## config.mk

```make
export PLATFORM = sky130hd
export DESIGN_NAME = circular_fifo
export DESIGN_NICKNAME = d
export VERILOG_FILES = /design/src/rtl/circular_fifo_pkg.sv /design/src/rtl/circular_fifo_ff.sv /design/src/rtl/circular_fifo.sv
export SDC_FILE = /design/constraint.sdc
export NUM_CORES = 1
export LEC_CHECK = 0
export CAP_MARGIN = 30
export CELL_PAD_IN_SITES_DETAIL_PLACEMENT = 1
export CELL_PAD_IN_SITES_GLOBAL_PLACEMENT = 1
export CORE_MARGIN = 10
export CORE_UTILIZATION = 49
export CTS_CLUSTER_SIZE = 28
export DETAILED_ROUTE_END_ITERATION = 7
export PLACE_DENSITY = 0.77
export REMOVE_ABC_BUFFERS = 1
export SYNTH_ARGS = -nofsm -noshare
export SYNTH_HDL_FRONTEND = slang
export SYNTH_SLANG_ARGS = --single-unit
```

## constraint.sdc

```tcl
create_clock -name clk -period 2.72 [get_ports clk]
set_input_delay 0.544 -clock clk [delete_from_list [all_inputs] [get_ports clk]]
set_output_delay 0.544 -clock clk [all_outputs]
set_load 0.005 [all_outputs]
```

## src/rtl/circular_fifo_pkg.sv

```systemverilog
// Shared FIFO-harness definitions: default geometry and occupancy counter sizing.
// Imported by the FIFO, its scoreboard and the occupancy tracker.
package circular_fifo_pkg;

    localparam int unsigned FifoDepthDefault = 8;
    localparam int unsigned FifoWidthDefault = 8;

    // Counter must hold 0..depth inclusive, hence one bit more than the pointer.
    function automatic int unsigned cnt_width(input int unsigned depth);
        return $clog2(depth) + 1;
    endfunction

endpackage

```

## src/rtl/circular_fifo_ff.sv

```systemverilog
// Generic enabled flop with synchronous active-high reset to zero.
// Reset wins over enable.
module circular_fifo_ff #(
    parameter int unsigned Width = 1
) (
    input  logic             clk,
    input  logic             rst,
    input  logic             en,
    input  logic [Width-1:0] d,
    output logic [Width-1:0] q
);

    always_ff @(posedge clk) begin
        if (rst) begin
            q <= '0;
        end else if (en) begin
            q <= d;
        end
    end

endmodule

```

## src/rtl/circular_fifo.sv

```systemverilog
// Single-clock circular FIFO with show-ahead output and qualified push/pop strobes.
// Occupancy is tracked in a counter; full/empty are decoded from it.
module circular_fifo
    import circular_fifo_pkg::*;
#(
    parameter int unsigned DEPTH  = FifoDepthDefault,
    parameter int unsigned WIDTH  = FifoWidthDefault,
    parameter int unsigned CNTWID = cnt_width(DEPTH)
) (
    input  logic              clk,
    input  logic              rst,
    input  logic              push,
    input  logic              pop,
    input  logic [WIDTH-1:0]  data_in,
    output logic [WIDTH-1:0]  data_out,
    output logic              full,
    output logic              empty,
    output logic              push_acc,
    output logic              pop_acc,
    output logic [CNTWID-1:0] cnt
);

    localparam int unsigned PtrW = $clog2(DEPTH);

    logic [PtrW-1:0]   wr_ptr_q, wr_ptr_d;
    logic [PtrW-1:0]   rd_ptr_q, rd_ptr_d;
    logic [CNTWID-1:0] cnt_q, cnt_d;
    logic              cnt_en;
    logic [WIDTH-1:0]  mem_q [DEPTH];

    assign empty = (cnt_q == '0);
    assign full  = (cnt_q == CNTWID'(DEPTH));
    assign cnt   = cnt_q;

    // A push into a full FIFO is only legal when a pop frees the slot this cycle.
    assign pop_acc  = pop & ~empty;
    assign push_acc = push & (~full | pop_acc);

    always_comb begin
        wr_ptr_d = wr_ptr_q + PtrW'(1);
        rd_ptr_d = rd_ptr_q + PtrW'(1);
        cnt_en   = push_acc ^ pop_acc;
        cnt_d    = push_acc ? (cnt_q + CNTWID'(1)) : (cnt_q - CNTWID'(1));
    end

    circular_fifo_ff #(.Width(PtrW)) u_wr_ptr (
        .clk (clk),
        .rst (rst),
        .en  (push_acc),
        .d   (wr_ptr_d),
        .q   (wr_ptr_q)
    );

    circular_fifo_ff #(.Width(PtrW)) u_rd_ptr (
        .clk (clk),
        .rst (rst),
        .en  (pop_acc),
        .d   (rd_ptr_d),
        .q   (rd_ptr_q)
    );

    circular_fifo_ff #(.Width(CNTWID)) u_cnt (
        .clk (clk),
        .rst (rst),
        .en  (cnt_en),
        .d   (cnt_d),
        .q   (cnt_q)
    );

    // Storage is deliberately not reset; the counter alone defines validity.
    always_ff @(posedge clk) begin
        if (push_acc && !rst) begin
            mem_q[wr_ptr_q] <= data_in;
        end
    end

    assign data_out = mem_q[rd_ptr_q];

endmodule

```

==> out/metrics.yaml <==
slew_headroom_pct: 69.0
cts_tree: "done"
synthCells: 182
clockRootBuffer: "clkbuf_8"
drt_iter0_markers: 88
critPathLaunchType: "flip-flop"
initial_core_util_pct: 50.7
grt_max_degree: 17
ir_worst_vdd_v: 0.000480
nets: 246
io_pins: 28
hold_violations: 0
dp_slack_ps: 179
synth.top_cells.by_area: "edfxtp_1 (60%), mux4_1 (12%), dfxtp_1 (8.1%)"
grt_pass1_vias: 1944
core_area_um2: 6350
cp.required_ps: 2180
placed_cell_area_um2: 3660
die_w_um: 101
ys_warn_count: 0
clkTransAtPathRegs_ps: 80
syn_to_final_growth_pct: 21.1
grt-ovfl-total: 0
hold_path_class: "reg -> reg"
cts_buffers: 9
vias_per_cell: 5.67
ys_seq_area_share_pct: 67.8
synth.largest_area_cell: "edfxtp_1"
drive_gt1_share_pct: 23.1
fin_ws_ps: 105
yosysTopAreaCellShare_pct: 59.7
grt_usage_pct: 14.5
post-route-drc-count: 0
async_flop_share_pct: 0
rows: 29
rsz0062_at_grt: "no"
dp_hpwl_um: 4740
synth_area_um2: 3220
netlist_top_cells_count: "edfxtp_1 (64), nor2_1 (18), mux4_1 (15), dfxtp_1 (13), mux2_2 (8)"
drv_cap: 0
cts_buffer_depth: 2
antenna_found_initial: 0
cts_htree_levels: 3
fp.dieH_um: 101
ys.flop_type: "edfxtp_1"
min_period_ps: 2610
grt_pass1_wl_um: 11200
wl_um: 7040
cts.sinks: 77
pwr_density_cell_nw_per_um2: 836
end_kind: "output port"
place_congestion: 0.741
synth_area_per_cell_um2: 17.7
hold_buffers: 0
num_vias: 1762
p_leak_uw: 0.00139
diodes: 0
path_class: "reg -> out"
fin_skew_ps: 7.28
fin_crit_sh_pct: 96.1
routedWlPerCell_um: 22.6
r2r_setup_slack_ps: 600
netlist-cell-type-count: 34
port_buffers: 27
slew_viol_final: 0
fmax_ghz: 0.382
synth_edf_count: 64
status: "completed"
n_fill_cell: 581
worstMarginPinSlew_ps: 465
ant_nets: 0
path_max_fanout: 8
final_cell_area_um2: 3900
clkLatencyLatePin_ps: 330
cp.arrival_ps: 2070
ys_ff_latch: 77
dr.pass1.iters: 4
yosysMostFrequentCell: "edfxtp_1"
die_area_um2: 10200
setup_viol: 0
per-stage QoR:
| stage | utilization [%] | instances | setup TNS, ps | total power (uW) | hold WS, ps |
|---|---|---|---|---|---|
| 2_1_floorplan | - | 171 | 0 | 1950 | 485 |
| 3_3_place_gp | 57.6 | 291 | 0 | 2330 | 513 |
| 3_5_place_dp | 57.6 | 291 | 0 | 2390 | 541 |
| 4_1_cts | 60.4 | 307 | -12.9 | 3220 | 565 |
| 5_1_grt | 61.4 | 311 | 0 | 3430 | 605 |
| 6_report | 61.4 | 311 | 0 | 3260 | 560 |
routing by layer:
layer | up-vias | GRT usage, % | wire [um]
li1 | 811 | - | -
met1 | 920 | 17.5 | 2840
met2 | 27 | 25.1 | 3940
met3 | 4 | 3.16 | 214
met4 | 0 | 4.39 | 43
met5 | - | 0 | 0
sequential cells by signal, indices dropped and copies added (netlist names), named ones only:
register and count:
mem_q 64, u_cnt.q 4, u_rd_ptr.q 3, u_wr_ptr.q 3
cells in the final DEF, fill, tap and decap left out, drive strengths merged, types with 6 or more instances in the layout:
master          n
edfxtp         64
clkdlybuf4s50  19
buf            19
nor2           18
mux4           16
dfxtp          13
clkbuf         11
mux2            8
nand2           7
dlymetal6s2s    6
logic make-up (layout without fill, tap and decap cells):
kind of cell / Yosys count / in the layout / synth area share, %
DFF: 77 / 77 / 67.8
buffers and inverters: 13 / 65 / 2.18
muxes: 27 / 27 / 16.7
adders and majority gates: 5 / 5 / 2.18
and+or+nand+nor: 42 / 42 / 6.06
xor gates and xnor gates: 7 / 7 / 1.90
AOI/OAI and AO/OA: 11 / 11 / 3.26
critical path, cell delays in order, from the launching register on:
cell	delay, ps
dfxtp_4	380
clkbuf_16	170
buf_4	110
mux4_1	530
mux2_2	280
dlygate4sd2_1	270
repair_timing:
item	in CTS	in global routing
gates resized for setup	6	10
pin swaps	0	0
setup endpoints to repair	8	7
setup buffers	0	3
cloned	0	1
report_power, final:
part | internal (uW) | total [uW] | switching [uW]
clock | 423 | 826 | 403
sequential | 1350 | 1430 | 75.2
combinational | 592 | 1000 | 411
total | 2370 | 3260 | 889
layout make-up:
type / count / area, um2 / area share [%]
sequential: 77 / 2190 / 56.1
multi-input combinational: 92 / 955 / 24.5
timing repair buffer: 47 / 463 / 11.9
clock buffer: 10 / 128 / 3.27
tap: 77 / 96.3 / 2.47
clock inverter: 6 / 63.8 / 1.64
inverter: 2 / 7.51 / 0.193
worst paths after layout:
path | from | endpoint | cells after the start
hold / removal | u_rd_ptr.q[0] | flip-flop | 2
setup reg to reg | u_cnt.q[1] | u_cnt.q[3] | 7
hold reg to reg | u_rd_ptr.q[0] | flip-flop | 2
setup / recovery | flip-flop | data_out[1] | 5
(Power assumes the default switching activity.)
